<file path="config.mk">
export PLATFORM = sky130hd
export DESIGN_NAME = mole_array_ctrl
export DESIGN_NICKNAME = d
export VERILOG_FILES = /design/src/rtl/mole_array_ctrl.sv
export SDC_FILE = /design/constraint.sdc
export NUM_CORES = 1
export LEC_CHECK = 0
export ABC_AREA = 1
export ABC_CLOCK_PERIOD_IN_PS = 15400
export CORE_MARGIN = 4
export CORE_UTILIZATION = 50
export DETAILED_ROUTE_END_ITERATION = 12
export PLACE_DENSITY = 0.72
export SLEW_MARGIN = 20
export SYNTH_ARGS = -nofsm -noshare
export SYNTH_HDL_FRONTEND = slang
export SYNTH_HIERARCHICAL = 1
export SYNTH_SLANG_ARGS = --single-unit
export TNS_END_PERCENT = 30
</file>
<file path="constraint.sdc">
create_clock -name clk -period 15.4 [get_ports clk]
set_input_delay 2.31 -clock clk [delete_from_list [all_inputs] [get_ports clk]]
set_output_delay 2.31 -clock clk [all_outputs]
set_load 0.05 [all_outputs]
</file>
<file path="src/rtl/mole_array_ctrl.sv">
// Multi-channel whack-a-mole controller: NUM_MOLES independent mole lanes, each
// with a private millisecond down-timer, sharing one LFSR for OFF-interval jitter,
// with a cap on simultaneously lit moles and saturating score / miss counters.

// One mole channel: OFF / ON / HIT state plus its own down-timer.
module mole_lane #(
  parameter int TW      = 11,
  parameter int INIT_LD = 50,
  parameter int HIT_LD  = 100
) (
  input  logic          clk,
  input  logic          reset,
  input  logic          enable,
  input  logic          tick,     // enable & ms_tick
  input  logic          hit,
  input  logic          admit,    // OFF expiry may go ON this cycle
  input  logic [TW-1:0] on_ld,    // ON duration, already nonzero
  input  logic [TW-1:0] off_ld,   // fresh OFF duration, already nonzero
  output logic          off_exp,  // OFF timer expires this cycle
  output logic          hit_evt,  // scored hit this cycle
  output logic          miss_evt, // ON expired without a hit
  output logic          on_next   // lane will be ON after this edge
);
  typedef enum logic [1:0] {S_OFF, S_ON, S_HIT} st_t;

  st_t           st;
  logic [TW-1:0] tmr;
  logic          expire;

  // A state lasts exactly D ticks: the tick that sees timer<=1 is the last one.
  assign expire   = tick && (tmr <= TW'(1));
  assign off_exp  = (st == S_OFF) && expire;
  assign hit_evt  = enable && (st == S_ON) && hit;
  assign miss_evt = (st == S_ON) && expire && !hit;
  assign on_next  = ((st == S_ON) && !hit_evt && !miss_evt) || (off_exp && admit);

  // State and timer; everything holds while paused.
  always_ff @(posedge clk) begin
    if (reset) begin
      st  <= S_OFF;
      tmr <= TW'(INIT_LD);
    end else if (enable) begin
      case (st)
        S_OFF: begin
          if (off_exp) begin
            if (admit) begin
              st  <= S_ON;
              tmr <= on_ld;
            end else begin
              tmr <= off_ld;   // refused: stay dark for another interval
            end
          end else if (tick) begin
            tmr <= tmr - TW'(1);
          end
        end
        S_ON: begin
          if (hit_evt) begin
            st  <= S_HIT;
            tmr <= TW'(HIT_LD);
          end else if (miss_evt) begin
            st  <= S_OFF;
            tmr <= off_ld;
          end else if (tick) begin
            tmr <= tmr - TW'(1);
          end
        end
        S_HIT: begin
          if (expire) begin
            st  <= S_OFF;
            tmr <= off_ld;
          end else if (tick) begin
            tmr <= tmr - TW'(1);
          end
        end
        default: begin
          st  <= S_OFF;
          tmr <= off_ld;
        end
      endcase
    end
  end
endmodule

module mole_array_ctrl #(
  parameter int          NUM_MOLES  = 4,
  parameter int          MAX_MS     = 2047,
  parameter int          HIT_MS     = 100,
  parameter int          STAGGER_MS = 50,
  parameter int          MAX_UP     = 2,
  parameter int          SCORE_W    = 8,
  parameter logic [15:0] LFSR_SEED  = 16'hACE1,
  localparam int         TW         = $clog2(MAX_MS),
  localparam int         CW         = $clog2(NUM_MOLES + 1)
) (
  input  logic                 clk,
  input  logic                 reset,
  input  logic                 ms_tick,
  input  logic                 enable,
  input  logic [TW-1:0]        on_ms,
  input  logic [TW-1:0]        off_base_ms,
  input  logic [NUM_MOLES-1:0] hit,
  input  logic                 clear_score,
  output logic [NUM_MOLES-1:0] led,
  output logic [SCORE_W-1:0]   score,
  output logic [SCORE_W-1:0]   misses,
  output logic [CW-1:0]        moles_up
);
  localparam int HIT_LD = (HIT_MS == 0) ? 1 : ((HIT_MS > MAX_MS) ? MAX_MS : HIT_MS);

  logic                          tick;
  logic [15:0]                   lfsr;
  logic [15:0]                   lfsr_nxt;
  logic [TW-1:0]                 on_ld;
  logic [NUM_MOLES-1:0][TW-1:0]  off_ld;
  logic [NUM_MOLES-1:0]          off_exp, hit_evt, miss_evt, on_next, admit;
  int                            n_hit, n_miss, n_leave, n_on;
  int                            up_base, n_adm;
  logic [SCORE_W:0]              score_sum, miss_sum;

  assign tick     = enable && ms_tick;
  assign on_ld    = (on_ms == '0) ? TW'(1) : on_ms;
  // Galois form of x^16+x^14+x^13+x^11+1.
  assign lfsr_nxt = {1'b0, lfsr[15:1]} ^ (lfsr[0] ? 16'hB400 : 16'h0000);

  function automatic logic [15:0] rotl16(input logic [15:0] v, input int n);
    logic [15:0] r;
    r = v;
    for (int k = 0; k < n; k++) r = {r[14:0], r[15]};
    return r;
  endfunction

  // Per-lane OFF duration: base plus rotated LFSR jitter, saturated, never zero.
  always_comb begin
    logic [15:0]   rot;
    logic [TW:0]   sum;
    logic [TW-1:0] d;
    off_ld = '0;
    for (int i = 0; i < NUM_MOLES; i++) begin
      rot = rotl16(lfsr, i);
      sum = {1'b0, off_base_ms} + (TW+1)'(rot[7:0]);
      d   = (sum > (TW+1)'(MAX_MS)) ? TW'(MAX_MS) : sum[TW-1:0];
      off_ld[i] = (d == '0) ? TW'(1) : d;
    end
  end

  // Event counts for this cycle (independent of admission).
  always_comb begin
    n_hit   = 0;
    n_miss  = 0;
    n_leave = 0;
    for (int i = 0; i < NUM_MOLES; i++) begin
      n_hit   = n_hit   + int'(hit_evt[i]);
      n_miss  = n_miss  + int'(miss_evt[i]);
      n_leave = n_leave + int'(hit_evt[i] | miss_evt[i]);
    end
  end

  // Admission: OFF expiries go ON lowest index first while under the cap.
  always_comb begin
    up_base = int'(moles_up) - n_leave;
    n_adm   = 0;
    admit   = '0;
    for (int i = 0; i < NUM_MOLES; i++) begin
      if (off_exp[i] && (up_base + n_adm) < MAX_UP) begin
        admit[i] = 1'b1;
        n_adm    = n_adm + 1;
      end
    end
  end

  // Count of moles that will be ON after this edge.
  always_comb begin
    n_on = 0;
    for (int i = 0; i < NUM_MOLES; i++) n_on = n_on + int'(on_next[i]);
  end

  assign score_sum = {1'b0, score}  + (SCORE_W+1)'(n_hit);
  assign miss_sum  = {1'b0, misses} + (SCORE_W+1)'(n_miss);

  genvar g;
  generate
    for (g = 0; g < NUM_MOLES; g++) begin : g_lane
      localparam int LD_RAW = (g + 1) * STAGGER_MS;
      localparam int LD     = (LD_RAW > MAX_MS) ? MAX_MS : LD_RAW;
      mole_lane #(.TW(TW), .INIT_LD(LD), .HIT_LD(HIT_LD)) u_lane (
        .clk      (clk),
        .reset    (reset),
        .enable   (enable),
        .tick     (tick),
        .hit      (hit[g]),
        .admit    (admit[g]),
        .on_ld    (on_ld),
        .off_ld   (off_ld[g]),
        .off_exp  (off_exp[g]),
        .hit_evt  (hit_evt[g]),
        .miss_evt (miss_evt[g]),
        .on_next  (on_next[g])
      );
    end
  endgenerate

  // Shared registers: LFSR, LED bank, up-count, saturating counters.
  always_ff @(posedge clk) begin
    if (reset) begin
      lfsr     <= LFSR_SEED;
      led      <= '0;
      score    <= '0;
      misses   <= '0;
      moles_up <= '0;
    end else begin
      if (enable) lfsr <= lfsr_nxt;
      led      <= {NUM_MOLES{enable}} & on_next;
      moles_up <= CW'(n_on);
      if (clear_score) begin
        score  <= '0;
        misses <= '0;
      end else begin
        score  <= score_sum[SCORE_W] ? '1 : score_sum[SCORE_W-1:0];
        misses <= miss_sum[SCORE_W]  ? '1 : miss_sum[SCORE_W-1:0];
      end
    end
  end
endmodule
</file>
==> run_results.csv <==
group,metric,value,unit
grt,grt_pass1_vias,10300,
timing,relSlewSlack,44.3,%
final_layout,drive_gt1_share,10.2,%
placement,gp_congestion,0.976,
floorplanning,die_area,23400,sq um
worst_hold_path,min_path_type,"reg2reg",
critical_path,cp-startpoint,"ms_tick",
logic_synthesis,synth_cell_types,53,
final_layout,antenna_cells,0,
logic_synthesis,synth_common_cells,"410 x nand2_1, 211 x inv_1, 178 x nor2_1",
timing,hold_slack,0.466,ns
outcome,status,"finished clean",
timing,post-route-min-period,14.03,ns
clock_tree,clk-insertion-delay-late,0.36,ns
logic_synthesis,syn_nets,1811,
logic_synthesis,syn_inst,1694,
critical_path,start_kind,"primary input",
floorplanning,fp.dieW,153,microns
floorplanning,core,20400,sq um
clock_tree,ctsHoldBuffers,0,
pwr,p_leak,5.49,nW
logic_synthesis,synthSimpleGateAreaFrac,39.3,%
grt,grt_usage,27.0,%
critical_path,worstReg2RegEnd,"moles_up[1]",
logic_synthesis,synth.largest_area_cell,"dfxtp_1",
critical_path,worstPathMaxFanout,15,
grt,antenna_found_initial,0,
logic_synthesis,syn_avg_cell_area,6.20,sq um
logic_synthesis,synthMuxAreaShare,0.286,%
final_layout,area_growth,9.68,%
floorplanning,die_h,153,microns
clock_tree,max-clock-path-buffers,2,
floorplanning,num_rows,52,
pwr,power,0.806,mW
logic_synthesis,synthArstFlopShare,0,%
critical_path,cp_common_cell,"inv_1",
critical_path,r2r_cells,68,
timing,fin_crit_sh,91.1,%
timing,fmax,71.3,MHz
critical_path,critPathKind,"in2reg",
pwr,pwr_density_cell,70.0,nW/um^2
logic_synthesis,synth_edf_count,0,
critical_path,slowest_stage,"fa_1",
timing,hold_viol_final,0,
routing,route.detailed.drc,0,
grt,grt_pass1_wl,52000,microns
placement,hpwl,25200,microns
clock_tree,clk_pin_slew,0.07,ns
routing,drt_iter0_drc,1032,
critical_path,r2r-start,"g_lane[1].u_lane/tmr[0]",
logic_synthesis,ys.flop_type,"dfxtp_1",
timing,drv_slew,0,
critical_path,end_kind,"flip-flop",
critical_path,slowest_delay,0.54,ns
timing,grt_setup_unrepaired,"no",
routing,routed_wl,32300,microns
logic_synthesis,synth_seq_area_share,17.3,%
timing,tns,0,ns
clock_tree,htree_levels,3,
routing,antenna_left,0,
clock_tree,cts_root_buffer,"clkbuf_16",
routing,firstDrtPassIters,6,
clock_tree,tritoncts,"built",
worst_hold_path,holdPathStages,2,
grt,grt-ovfl-total,0,
logic_synthesis,syn_area,10500,sq um
logic_synthesis,synthAdderAreaFrac,11.5,%
logic_synthesis,synth_top_family_by_area,"simple AND/OR/NAND/NOR gates",
grt,grt_max_degree,47,
job,drv_cap,0,
logic_synthesis,yosysWarnings,6,
critical_path,required,15.62,ns
critical_path,reg2reg_setup_slack,3.62,ns
critical_path,cp_data_arrival_time,14.26,ns
pwr,ir_worst_vdd,55.6,uV
logic_synthesis,yosysMostFrequentCell,"nand2_1",
worst_hold_path,min_to,"lfsr[7]",
logic_synthesis,synth-xor-area-share,5.17,%
routing,viasPerCell,5.49,
logic_synthesis,synth_top_area_share,17.3,%
routing,wl_per_cell,16.2,microns
clock_tree,cts.sinks,91,
logic_synthesis,ys_seq_elements,91,
routing,vias,11000,
timing,tightest_slew,0.826,ns
timing,clock_skew,0.00990,ns
final_layout,finalNetCount,1839,
clock_tree,post-cts-setup-buffers,0,
placement,port_buffers,53,
worst_hold_path,hp-start,"lfsr[8]",
floorplanning,io_pins,54,
timing,finalSetupViolCount,0,
logic_synthesis,synth_area_leaders,"dfxtp_1 17%, nand2_1 15%, ha_1 8.1%",
clock_tree,cts_buffers,9,
floorplanning,start_util,51.4,%
logic_synthesis,synth_compound_area_share,15.4,%
final_layout,nFillCells,2091,
-- layer usage --
metal / global-route usage, % / part of all wire, %
met2: 43.0 / 45
met5: 0 / 0
met1: 35.7 / 43
met4: 11.6 / 4.6
met3: 5.48 / 7.5
-- worst max-delay path by stage --
| stage | endpoint | slack [ns] |
|---|---|---|
| finish | moles_up[1] | 1.37 |
| global route | moles_up[1] | 0.21 |
| CTS | moles_up[1] | 1.18 |
| detailed placement | moles_up[1] | 0.83 |
| global placement | moles_up[1] | 1.20 |
| floorplan | moles_up[1] | 2.54 |
-- state kept, by name, summed over array words and instances, names as in the netlist --
register and cells:
led 4, misses 8, g_lane.u_lane/tmr 44, g_lane.u_lane/st 8, lfsr 16, moles_up 3
score 8
-- cells in the final DEF (no fill, tap or decap), drive strengths merged, types with 4 or more instances in the layout --
master / synthesis / layout
a21oi: 124 / 124
a31oi: 10 / 10
buf: 12 / 7
clkbuf: 29 / 11
clkdlybuf4s50: 0 / 51
clkinv: 10 / 14
dfxtp: 91 / 91
fa: 18 / 18
ha: 68 / 68
inv: 240 / 239
nand2: 445 / 445
nand3: 122 / 122
nand4: 34 / 34
nor2: 214 / 214
nor3: 26 / 26
nor3b: 4 / 4
nor4: 6 / 6
o211ai: 14 / 14
o21ai: 134 / 134
or2: 12 / 12
xnor2: 16 / 16
xor2: 46 / 46
-- what timing repair did --
item                                    CTS  global route
hold endpoints to repair                  0             0
resized for setup                         0             1
endpoints found under the setup margin    0             1
-- kinds of logic after synthesis --
kind of cell / count (synthesis)
mux: 3
simple gates: 867
compound gates: 294
fa+ha+maj: 86
flops: 91
xor+xnor: 62
buf+inv: 291
-- final cells by class --
type                    instances  area, sq um  area share [%]
inverters                     250          957            8.31
flip-flops and latches         91         1820            15.8
multi-input cells            1312         7530            65.4
clock inverters                 5         61.3           0.532
clock buffers                  11          253            2.19
repair buffers                 58          558            4.84
well taps                     270          338            2.93
-- per-stage QoR --
| step | cell area (sq um) | worst slack, ns | util (%) | cells |
|---|---|---|---|---|
| 2_1_floorplan | 10500 | 2.54 | - | 1694 |
| 3_3_place_gp | 11200 | 1.20 | 54.8 | 1981 |
| 3_5_place_dp | 11200 | 0.827 | 54.8 | 1981 |
| 4_1_cts | 11500 | 1.18 | 56.4 | 1997 |
| 5_1_grt | 11500 | 0.212 | 56.4 | 1997 |
| 6_report | 11500 | 1.37 | 56.4 | 1997 |
-- worst max-delay path, delay by kind of cell --
kind,cells,cell delay [ns]
xor gates and xnor gates,1,0.15
and+or+nand+nor,34,3.60
buffers and inverters,18,2.57
AOI/OAI and AO/OA,3,0.88
adders and majority gates,14,4.74
-- power breakdown --
part / switching, mW / internal [mW] / total [mW]
clock network: 0.106 / 0.136 / 0.242
registers: 0.0188 / 0.248 / 0.266
logic: 0.196 / 0.102 / 0.298
total: 0.321 / 0.485 / 0.806
Note: power is estimated with default switching activity, not from simulation.
